`config.mk`:
```
export PLATFORM = sky130hd
export DESIGN_NAME = multi_alarmclock
export DESIGN_NICKNAME = d
export VERILOG_FILES = /design/src/rtl/multi_alarmclock_pkg.sv /design/src/rtl/multi_alarmclock_if.sv /design/src/rtl/multi_alarmclock_bcd_time_counter.sv /design/src/rtl/multi_alarmclock.sv
export SDC_FILE = /design/constraint.sdc
export NUM_CORES = 1
export LEC_CHECK = 0
export CAP_MARGIN = 20
export CORE_UTILIZATION = 55
export DETAILED_ROUTE_END_ITERATION = 16
export HOLD_SLACK_MARGIN = 0.15
export PLACE_DENSITY = 0.86
export SETUP_SLACK_MARGIN = 0.02
export SLEW_MARGIN = 20
export SYNTH_ARGS = -nofsm -noshare
export SYNTH_HDL_FRONTEND = slang
export SYNTH_HIERARCHICAL = 1
export SYNTH_SLANG_ARGS = --single-unit
```
`constraint.sdc`:
```
create_clock -name clk -period 4.2 [get_ports clk]
set_input_delay 1.05 -clock clk [delete_from_list [all_inputs] [get_ports clk]]
set_output_delay 1.05 -clock clk [all_outputs]
set_load 0.05 [all_outputs]
```
`src/rtl/multi_alarmclock_pkg.sv`:
```
// Shared types for the multi-channel alarm clock.
//   bcd_time_t     : HH:MM as four BCD digits, H1 in the top nibble
//   ring_state_t   : alarm ring controller states
//   DISP_*         : disp_mode encodings
//   bcd_time_valid : true when HH<=23 and MM<=59
//   bcd_time_inc   : advance one minute, 23:59 wraps to 00:00
package alarmclock_pkg;

  typedef struct packed {
    logic [3:0] h1;
    logic [3:0] h0;
    logic [3:0] m1;
    logic [3:0] m0;
  } bcd_time_t;

  typedef enum logic [1:0] {
    RING_IDLE    = 2'd0,
    RING_RINGING = 2'd1,
    RING_SNOOZE  = 2'd2
  } ring_state_t;

  localparam logic [1:0] DISP_TIME  = 2'd0;
  localparam logic [1:0] DISP_ALARM = 2'd1;
  localparam logic [1:0] DISP_ENTRY = 2'd2;

  function automatic logic bcd_time_valid(input bcd_time_t t);
    logic hours_ok;
    logic mins_ok;
    hours_ok = ((t.h1 < 4'd2) && (t.h0 <= 4'd9)) || ((t.h1 == 4'd2) && (t.h0 <= 4'd3));
    mins_ok  = (t.m1 <= 4'd5) && (t.m0 <= 4'd9);
    return hours_ok && mins_ok;
  endfunction

  function automatic bcd_time_t bcd_time_inc(input bcd_time_t t);
    bcd_time_t r;
    r = t;
    if (t.m0 != 4'd9) begin
      r.m0 = t.m0 + 4'd1;
    end else begin
      r.m0 = 4'd0;
      if (t.m1 != 4'd5) begin
        r.m1 = t.m1 + 4'd1;
      end else begin
        r.m1 = 4'd0;
        if ((t.h1 == 4'd2) && (t.h0 == 4'd3)) begin
          r.h1 = 4'd0;
          r.h0 = 4'd0;
        end else if (t.h0 == 4'd9) begin
          r.h0 = 4'd0;
          r.h1 = t.h1 + 4'd1;
        end else begin
          r.h0 = t.h0 + 4'd1;
        end
      end
    end
    return r;
  endfunction

endpackage

```
`src/rtl/multi_alarmclock_if.sv`:
```
// Link between the alarm clock control logic and its time counter.
//   load      : replace the current time with load_val and restart the minute
//   load_val  : time to load
//   next_time : time value the counter will hold after this clock edge
//   tick      : a minute increment happens at this clock edge
interface multi_alarmclock_if;
  alarmclock_pkg::bcd_time_t load_val;
  alarmclock_pkg::bcd_time_t next_time;
  logic                      load;
  logic                      tick;

  modport master (output load, load_val, input next_time, tick);
  modport slave  (input load, load_val, output next_time, tick);
endinterface

```
`src/rtl/multi_alarmclock_bcd_time_counter.sv`:
```
// Prescaled 24-hour BCD minute counter.
//   clk, reset : clock, asynchronous active-low reset
//   link       : load request in; next time value and minute tick out
module bcd_time_counter
  import alarmclock_pkg::*;
#(
  parameter int unsigned TICKS_PER_MIN = 15360
) (
  input  logic                      clk,
  input  logic                      reset,
  multi_alarmclock_if.slave         link
);

  localparam int unsigned PW = (TICKS_PER_MIN > 1) ? $clog2(TICKS_PER_MIN) : 1;
  localparam logic [PW-1:0] PRESC_LAST = PW'(TICKS_PER_MIN - 1);

  logic [PW-1:0] presc_q, presc_d;
  bcd_time_t     time_q, time_d;
  logic          tick;

  // A load restarts the minute and suppresses the increment in the same cycle.
  always_comb begin
    presc_d = presc_q;
    time_d  = time_q;
    tick    = 1'b0;
    if (link.load) begin
      presc_d = '0;
      time_d  = link.load_val;
    end else if (presc_q == PRESC_LAST) begin
      presc_d = '0;
      time_d  = bcd_time_inc(time_q);
      tick    = 1'b1;
    end else begin
      presc_d = presc_q + PW'(1);
    end
  end

  always_ff @(posedge clk or negedge reset) begin
    if (!reset) begin
      presc_q <= '0;
      time_q  <= '0;
    end else begin
      presc_q <= presc_d;
      time_q  <= time_d;
    end
  end

  assign link.next_time = time_d;
  assign link.tick      = tick;

endmodule

```
`src/rtl/multi_alarmclock.sv`:
```
// Multi-channel alarm clock: keypad time/alarm entry, per-channel arming,
// ring / snooze / auto-stop controller, registered display outputs.
//   clk, reset        : clock, asynchronous active-low reset
//   alarm_button      : level; show selected alarm, edge commits entry to it
//   time_button       : edge commits entry to the current time
//   keypad_buttons    : one-hot digit keys
//   alarm_sel         : selected alarm channel
//   alarm_en          : per-channel arm bits
//   snooze_button,
//   stop_button       : ring control (edge sensitive)
//   disp_digits       : H1 H0 M1 M0 BCD
//   disp_mode         : DISP_TIME / DISP_ALARM / DISP_ENTRY
//   alarm_out, ring_id: ringing flag and the channel that rang
module multi_alarmclock
  import alarmclock_pkg::*;
#(
  parameter  int unsigned NUM_ALARMS    = 2,
  parameter  int unsigned TICKS_PER_MIN = 15360,
  parameter  int unsigned SNOOZE_MIN    = 9,
  parameter  int unsigned RING_MIN      = 5,
  localparam int unsigned SEL_W         = (NUM_ALARMS > 1) ? $clog2(NUM_ALARMS) : 1
) (
  input  logic                  clk,
  input  logic                  reset,
  input  logic                  alarm_button,
  input  logic                  time_button,
  input  logic [9:0]            keypad_buttons,
  input  logic [SEL_W-1:0]      alarm_sel,
  input  logic [NUM_ALARMS-1:0] alarm_en,
  input  logic                  snooze_button,
  input  logic                  stop_button,
  output logic [15:0]           disp_digits,
  output logic [1:0]            disp_mode,
  output logic                  alarm_out,
  output logic [SEL_W-1:0]      ring_id
);

  localparam int unsigned MAX_MIN = (RING_MIN > SNOOZE_MIN) ? RING_MIN : SNOOZE_MIN;
  localparam int unsigned CW      = $clog2(MAX_MIN + 1);

  multi_alarmclock_if link ();

  bcd_time_counter #(.TICKS_PER_MIN(TICKS_PER_MIN)) u_time (
    .clk   (clk),
    .reset (reset),
    .link  (link)
  );

  logic        alarm_btn_q, alarm_btn_d, time_btn_q, time_btn_d;
  logic        snooze_btn_q, snooze_btn_d, stop_btn_q, stop_btn_d;
  logic [9:0]  keypad_q, keypad_d;
  bcd_time_t   entry_q, entry_d;
  logic [2:0]  count_q, count_d;
  bcd_time_t   alarm_q [NUM_ALARMS];
  bcd_time_t   alarm_d [NUM_ALARMS];
  ring_state_t state_q, state_d;
  logic [SEL_W-1:0] ring_id_q, ring_id_d;
  logic [CW-1:0]    min_cnt_q, min_cnt_d;
  logic [15:0] disp_digits_q, disp_digits_d;
  logic [1:0]  disp_mode_q, disp_mode_d;
  logic        alarm_out_q, alarm_out_d;

  logic        alarm_edge, time_edge, snooze_edge, stop_edge, key_ok;
  logic [3:0]  key_digit;
  logic        entry_ok, time_load;
  logic        match_any;
  logic [SEL_W-1:0] match_id;
  logic [(2**SEL_W)-1:0] en_ext;
  logic        ring_en;
  bcd_time_t   sel_alarm;

  always_comb begin
    alarm_btn_d  = alarm_button;
    time_btn_d   = time_button;
    snooze_btn_d = snooze_button;
    stop_btn_d   = stop_button;
    keypad_d     = keypad_buttons;
  end

  assign alarm_edge  = alarm_button  & ~alarm_btn_q;
  assign time_edge   = time_button   & ~time_btn_q;
  assign snooze_edge = snooze_button & ~snooze_btn_q;
  assign stop_edge   = stop_button   & ~stop_btn_q;
  // A key counts only when the pattern is a single key and that key is newly down.
  assign key_ok      = $onehot(keypad_buttons) && ((keypad_buttons & ~keypad_q) != 10'd0);

  always_comb begin
    key_digit = '0;
    for (int unsigned i = 0; i < 10; i++) begin
      if (keypad_buttons[i]) key_digit = 4'(i);
    end
  end

  // Entry buffer and commit; a commit in the same cycle as a key drops the key.
  always_comb begin
    entry_d   = entry_q;
    count_d   = count_q;
    alarm_d   = alarm_q;
    time_load = 1'b0;
    entry_ok  = (count_q == 3'd4) && bcd_time_valid(entry_q);
    if (time_edge || alarm_edge) begin
      entry_d = '0;
      count_d = '0;
      if (time_edge && entry_ok) time_load = 1'b1;
      if (alarm_edge && entry_ok) begin
        for (int unsigned i = 0; i < NUM_ALARMS; i++) begin
          if (SEL_W'(i) == alarm_sel) alarm_d[i] = entry_q;
        end
      end
    end else if (key_ok && (count_q < 3'd4)) begin
      entry_d = {entry_q[11:0], key_digit};
      count_d = count_q + 3'd1;
    end
  end

  assign link.load     = time_load;
  assign link.load_val = entry_q;

  always_comb begin
    match_any = 1'b0;
    match_id  = '0;
    for (int unsigned i = 0; i < NUM_ALARMS; i++) begin
      if (!match_any && alarm_en[i] && (link.next_time == alarm_d[i])) begin
        match_any = 1'b1;
        match_id  = SEL_W'(i);
      end
    end
  end

  always_comb begin
    en_ext                 = '0;
    en_ext[NUM_ALARMS-1:0] = alarm_en;
    ring_en                = en_ext[ring_id_q];
  end

  always_comb begin
    state_d   = state_q;
    ring_id_d = ring_id_q;
    min_cnt_d = min_cnt_q;
    case (state_q)
      RING_IDLE: begin
        if (link.tick && match_any) begin
          state_d   = RING_RINGING;
          ring_id_d = match_id;
          min_cnt_d = '0;
        end
      end
      RING_RINGING: begin
        if (!ring_en || stop_edge) begin
          state_d = RING_IDLE;
        end else if (snooze_edge) begin
          state_d   = RING_SNOOZE;
          min_cnt_d = '0;
        end else if (link.tick) begin
          if (min_cnt_q == CW'(RING_MIN - 1)) state_d = RING_IDLE;
          else                                min_cnt_d = min_cnt_q + CW'(1);
        end
      end
      RING_SNOOZE: begin
        if (!ring_en || stop_edge) begin
          state_d = RING_IDLE;
        end else if (link.tick) begin
          if (min_cnt_q == CW'(SNOOZE_MIN - 1)) begin
            state_d   = RING_RINGING;
            min_cnt_d = '0;
          end else begin
            min_cnt_d = min_cnt_q + CW'(1);
          end
        end
      end
      default: state_d = RING_IDLE;
    endcase
    alarm_out_d = (state_d == RING_RINGING);
  end

  // Display is built from next-state values so it lands on the same edge as the change.
  always_comb begin
    sel_alarm = '0;
    for (int unsigned i = 0; i < NUM_ALARMS; i++) begin
      if (SEL_W'(i) == alarm_sel) sel_alarm = alarm_d[i];
    end
    if (count_d != 3'd0) begin
      disp_digits_d = entry_d;
      disp_mode_d   = DISP_ENTRY;
    end else if (alarm_button) begin
      disp_digits_d = sel_alarm;
      disp_mode_d   = DISP_ALARM;
    end else begin
      disp_digits_d = link.next_time;
      disp_mode_d   = DISP_TIME;
    end
  end

  always_ff @(posedge clk or negedge reset) begin
    if (!reset) begin
      alarm_btn_q   <= 1'b0;
      time_btn_q    <= 1'b0;
      snooze_btn_q  <= 1'b0;
      stop_btn_q    <= 1'b0;
      keypad_q      <= '0;
      entry_q       <= '0;
      count_q       <= '0;
      for (int unsigned i = 0; i < NUM_ALARMS; i++) alarm_q[i] <= '0;
      state_q       <= RING_IDLE;
      ring_id_q     <= '0;
      min_cnt_q     <= '0;
      disp_digits_q <= '0;
      disp_mode_q   <= DISP_TIME;
      alarm_out_q   <= 1'b0;
    end else begin
      alarm_btn_q   <= alarm_btn_d;
      time_btn_q    <= time_btn_d;
      snooze_btn_q  <= snooze_btn_d;
      stop_btn_q    <= stop_btn_d;
      keypad_q      <= keypad_d;
      entry_q       <= entry_d;
      count_q       <= count_d;
      alarm_q       <= alarm_d;
      state_q       <= state_d;
      ring_id_q     <= ring_id_d;
      min_cnt_q     <= min_cnt_d;
      disp_digits_q <= disp_digits_d;
      disp_mode_q   <= disp_mode_d;
      alarm_out_q   <= alarm_out_d;
    end
  end

  assign disp_digits = disp_digits_q;
  assign disp_mode   = disp_mode_q;
  assign alarm_out   = alarm_out_q;
  assign ring_id     = ring_id_q;

endmodule
```
* After elaboration in Yosys (flattened, before gate mapping)
Index checks and enable logic that the tools add are counted.
Operators by class: add/subtract/negate cells 16, magnitude comparators 7, eq/ne operators 22, mux-type cells 60, bitwise logic cells 10, reduce and logical (&&, ||, !) cells 25
Operators by type and width (count):
- 16-bit two-way mux | 9
- 4-bit two-way mux | 20
- 32-bit two-way mux | 2
- 16-bit == test | 2
- 14-bit two-way mux | 2
- 4-bit by 1-bit adder with 4-bit output, second input constant | 5
- 2-bit two-way mux | 9
- 8-bit two-way mux | 2
- 14-bit by 1-bit adder with 14-bit output, second input constant | 1
- 14-bit == test, second input constant | 1
- 1-bit logical AND | 14
- 4-bit by 2-bit == test with 1-bit output, second input constant | 3
- 12-bit two-way mux | 1
- 4-bit case mux with 3 select lines | 1
- 1-bit two-way mux | 11
- 1-bit by 1-bit adder with 2-bit output | 5
- 10-bit AND | 1
- 10-bit NOT | 1
- 10-bit nonzero test | 1
- 4-bit == test, second input constant | 2
- 4-bit <= comparator, second input constant | 2
- 2-bit inequality test, second input constant | 4
- 7-bit AND reduction | 1
- 2-bit by 2-bit adder with 3-bit output | 2
- 25 further kinds | 38
Word-level totals: flip-flop bits (word level) 121, input bits 19, output and inout port bits 20, logic and storage cells 169

* Longest topological paths before layout
Gate-level depths: netlist of the first run.
depth in word-level cells 20, gate-level depth with buffers 18, depth with buffers taken out 17

* Hierarchy
Netlist of the first run, hierarchy kept.
By module, submodules not included:
- multi_alarmclock | instances 1, cells each 519, area an instance 5206.2 um^2, sequential area each 2277.2 um^2
- bcd_time_counter | instances 1, cells each 203, area an instance 1821.7 um^2, sequential area each 750.7 um^2

* Worst setup path after synthesis of the first run
OpenSTA, ideal clock, no wires.
path kind input-to-reg, start input port keypad_buttons[0], end register disp_digits_q[12] (netlist: disp_digits[12]), setup time 0.079 ns, arrival time 5.021 ns, required time 4.121 ns, path slack -0.900 ns, cell stages on the path 17, path buffers 2, cell sequence fa_1 -> fa_1 -> inv_1 -> fa_1 -> inv_1 -> ha_1 -> inv_1 -> fa_1 -> a2111o_1 -> a21oi_1 -> o31ai_1 -> nor2_1 -> buf_2 -> clkbuf_1 -> mux2i_1 -> or2_2 -> mux2i_1
Between the ends: longest elaborated chain between the ends 11, elaborated cells on any way between the ends 15, those cells by class add/sub: 4; eq/ne: 1; mux: 5; bitwise: 1; reduce/logical: 4
RTL lines:
- start, declared | line multi_alarmclock.sv:27 | input logic [9:0] keypad_buttons,
- 1-bit by 1-bit adder with 2-bit output (not written as such) | line multi_alarmclock.sv:85 | assign key_ok = $onehot(keypad_buttons) && ((keypad_buttons & ~keypad_q) != 10'd0);
- 2-bit by 2-bit adder with 3-bit output (not written as such) | line multi_alarmclock.sv:85
- 3-bit by 3-bit adder with 4-bit output (not written as such) | line multi_alarmclock.sv:85
- 4-bit by 2-bit adder with 4-bit output (not written as such) | line multi_alarmclock.sv:85
- 4-bit by 1-bit == test with 1-bit output | line multi_alarmclock.sv:85
- 1-bit logical AND (*) | line multi_alarmclock.sv:85
- 1-bit logical AND (*) | line multi_alarmclock.sv:110 | end else if (key_ok && (count_q < 3'd4)) begin
- 3-bit two-way mux | line multi_alarmclock.sv:110
- 3-bit two-way mux | line multi_alarmclock.sv:101 | if (time_edge || alarm_edge) begin
- 3-bit nonzero test | line multi_alarmclock.sv:182 | if (count_d != 3'd0) begin
- 16-bit two-way mux (*) | line multi_alarmclock.sv:182
- named net disp_digits_d[12] | line multi_alarmclock.sv:59 | logic [15:0] disp_digits_q, disp_digits_d;
- end signal, assigned | line multi_alarmclock.sv:222 | disp_digits_q <= disp_digits_d;
- end, declared | line multi_alarmclock.sv:59
Mark *: on every way through the listed nets, which the timed path passes. The rest lies on a longest branch. A chain may end at the register's enable or synchronous reset.

* Final worst setup path of the first run
start input port keypad_buttons[0], end register disp_digits_q[7] (netlist: disp_digits[7])
Same word-level chain as after synthesis.

==> results of run 1 <==
[power by group]
group          internal [µW]  leakage [µW]  switching, µW
Combinational            740       0.00267            848
Sequential              1310       0.00155            119
Clock                   1090      0.000323            528
Total                   3130       0.00454           1500
[state kept, by name, summed over array words and instances (netlist names)]
name	count
time_btn_q	1
state_q	2
u_time/time_q	16
alarm_btn_q	1
alarm_out	1
keypad_q	10
u_time/presc_q	14
entry_q	16
disp_digits	16
ring_id	1
stop_btn_q	1
count_q	3
alarm_q	32
snooze_btn_q	1
min_cnt_q	4
disp_mode	2
[cell usage after synthesis (all sizes together), types with 10 or more instances]
cell type	number
a21oi	22
a31oi	10
and2	12
clkbuf	20
dfrtp	121
ha	15
inv	68
mux2	30
mux2i	32
nand2	45
nand2b	26
nand3	19
nand4	11
nor2	68
nor4	12
o21ai	27
o31ai	10
xnor2	15
xor2	13
[final timing paths]
path                            slack, ns              start  cells past startpoint                 end
worst max-delay path                -0.73  keypad_buttons[0]                     19      disp_digits[7]
worst min-delay path                 0.54        alarm_q[23]                      1         alarm_q[23]
worst max register to register      -0.09        entry_q[13]                     17        min_cnt_q[0]
worst min register to register       0.54        alarm_q[23]                      1         alarm_q[23]
max in group asynchronous            2.94              reset                      2        snooze_btn_q
min in group asynchronous            0.68              reset                      2  u_time/presc_q[11]
[area by class of cell]
class,count,area (µm²)
multi-input cells,507,3951
clock inverters,7,135.1
flip-flops and latches,121,3028
repair buffers,182,1614
fillers,734,2496
clock buffers,25,515.5
well taps,168,210.2
inverters,69,261.5
[per-stage QoR]
| step | power (µW) | hold slack [ns] |
|---|---|---|
| global placement | 2564 | 0.5042 |
| floorplan | 2148 | 0.4688 |
| detailed placement | 2618 | 0.5254 |
| CTS | 4353 | 0.5407 |
| finish | 4626 | 0.5385 |
| global route | 4758 | 0.5591 |
[worst max-delay path, delay by kind of cell]
kind	cells	cell delay, ns
simple gates	1	0.19
compound gates	4	0.85
mux	1	0.30
buf+inv	7	0.72
fa+ha+maj	5	2.00
xor+xnor	1	0.12
[cell families after synthesis]
group,Yosys count,share of synthesized area
and+or+nand+nor,255,0.1971
AOI/OAI and AO/OA,141,0.1474
DFF,121,0.4308
buffers and inverters,94,0.05180
muxes,62,0.09418
xor gates and xnor gates,28,0.03489
adders and majority gates,21,0.04380
[per-layer routing]
layer / share of wire / vias up / wire [µm]
li1: - / 2909 / -
met1: 0.37 / 3353 / 8933
met2: 0.51 / 387 / 12200
met3: 0.078 / 107 / 1887
met4: 0.043 / 0 / 1035
met5: 0 / - / 0
[repair_timing]
item                                    CTS  global route
pin swaps                                26            29
hold endpoints to repair                  0             0
cloned                                    1             1
buffers inserted                         17            23
endpoints found under the setup margin   45            45
resized for setup                        71            39
==> flow_summary.yaml, run 1 <==
grt:
  grt_use_met1: 0.4290
  gr-usage-met3: 0.08962
  gr-max-usage-layer: "met2"
  grtUsageMet2: 0.6185
  grt_pass1_vias: 6907
  grt.overflow.total: 0
  grt_max_degree: 122
  grt_usage: 0.3618
  grt_pass1_wl_mm: 35.72
  antenna_found_initial: 0
floorplanning:
  start_util: 0.5755
  core-area_um2: 12210
  row_count: 40
  fp.dieW_um: 115.0
  num_io_pins: 39
  die_h_um: 115.0
  dieArea_um2: 13230
outcome:
  run_status: "finished with violations"
  violations: "negative setup slack"
setup_path:
  cp_data_arrival_time_ns: 5.23
  cp_common_cell: "fa_1"
  crit_path_max_incr_delay_ns: 0.55
  cp-start-kind: "primary input"
  crit_chain: "buf_8 > fa_1 > fa_1 > inv_2 > fa_1 > inv_1 > ha_2 > inv_2 > fa_2 > a2111o_1 > a21oi_2 > o31ai_4 > nor2_4 > buf_6 > xnor2_4 > a31oi_4 > buf_12 > buf_12 > mux2_4"
  end_kind: "register"
  crit_type: "primary input to register"
  required_ns: 4.50
  slowest_stage: "fa_1"
  path_max_fanout: 5
finish:
  fin_area_um2: 9716
  n_antenna_cell: 0
  finish.utilization: 0.7956
  nNetsFinal: 938
  area_growth_pct: 38.24
  drive_above_1_share: 0.2997
  layout_common_cells: "buf_4, dfrtp_1, nor2_1"
  layout.cells.most_common: "buf_4"
  instances_no_fill: 1079
clock_network:
  clk_pin_slew_ns: 0.06
  hold_buffers: 0
  clkLatencyLatePin_ns: 0.43
  htreeDepth: 4
  cts_tree: "done"
  clockBufferDepth: 2
  cts.sinks: 121
  clock_tree.root_cell: "clkbuf_16"
  cts_made_buffers: 17
logic_synthesis:
  syn_area_per_cell_um2: 9.734
  synth_cells: 722
  ys_ff_latch: 121
  synth_edf_count: 0
  ys_seq_area_frac: 0.4308
  syn-num-nets: 762
  yosys.area.top_type_share: 0.4308
  ys_top_cells_by_area: "dfrtp_1, mux2i_1, mux2_2"
  netlist_area_um2: 7028
  synth_ff_type: "dfrtp_1"
  synthArstFlopShare: 1.000
  synth_top_area_cell: "dfrtp_1"
  yosys_warnings: 6
  ys_types: 74
timing:
  min_period_over_period: 1.173
  period_needed_ns: 4.926
  setup_viol: 40
  hold_violations: 0
  timing.final.ws_setup_ns: -0.7256
  setup_tns_ns: -19.38
  max_slew.worst_pin.slew_ns: 0.7902
  relSlewSlack: 0.4684
  rsz0062_at_grt: "yes"
  max_freq_ghz: 0.2030
  final-max-slew-violation-count: 0
  skew_ns: 0.01206
route:
  drt_iter0_drc: 847
  drtAntennaViolNets: 0
  post_drt_wl_per_cell_um: 22.30
  drc: 0
  firstDrtPassIters: 5
  vias_per_cell: 6.261
  wirelength_mm: 24.06
  vias: 6756
run:
  drv_cap: 0
hold_path:
  worst_hold_path_type: "register to register"
placed_design:
  place_ws_ns: -1.326
  dp.cells: 1010
  dpl.hpwl_mm: 15.01
  gp_congestion: 0.9312
  placed_area_um2: 8414
  portBuffers: 38
power_and_ir_drop:
  p_leak_uw: 0.004543
  peakVddDrop_mv: 0.4984
  power_density_nw_per_um2: 476.1
No activity file was read; power rests on OpenSTA's default activity.
==> inputs of run 2 (changes only) <==
- SLEW_MARGIN: 20 -> default
==> results of run 2 <==
Same layout as run 1: the final DEF is identical, and so are final timing and power.
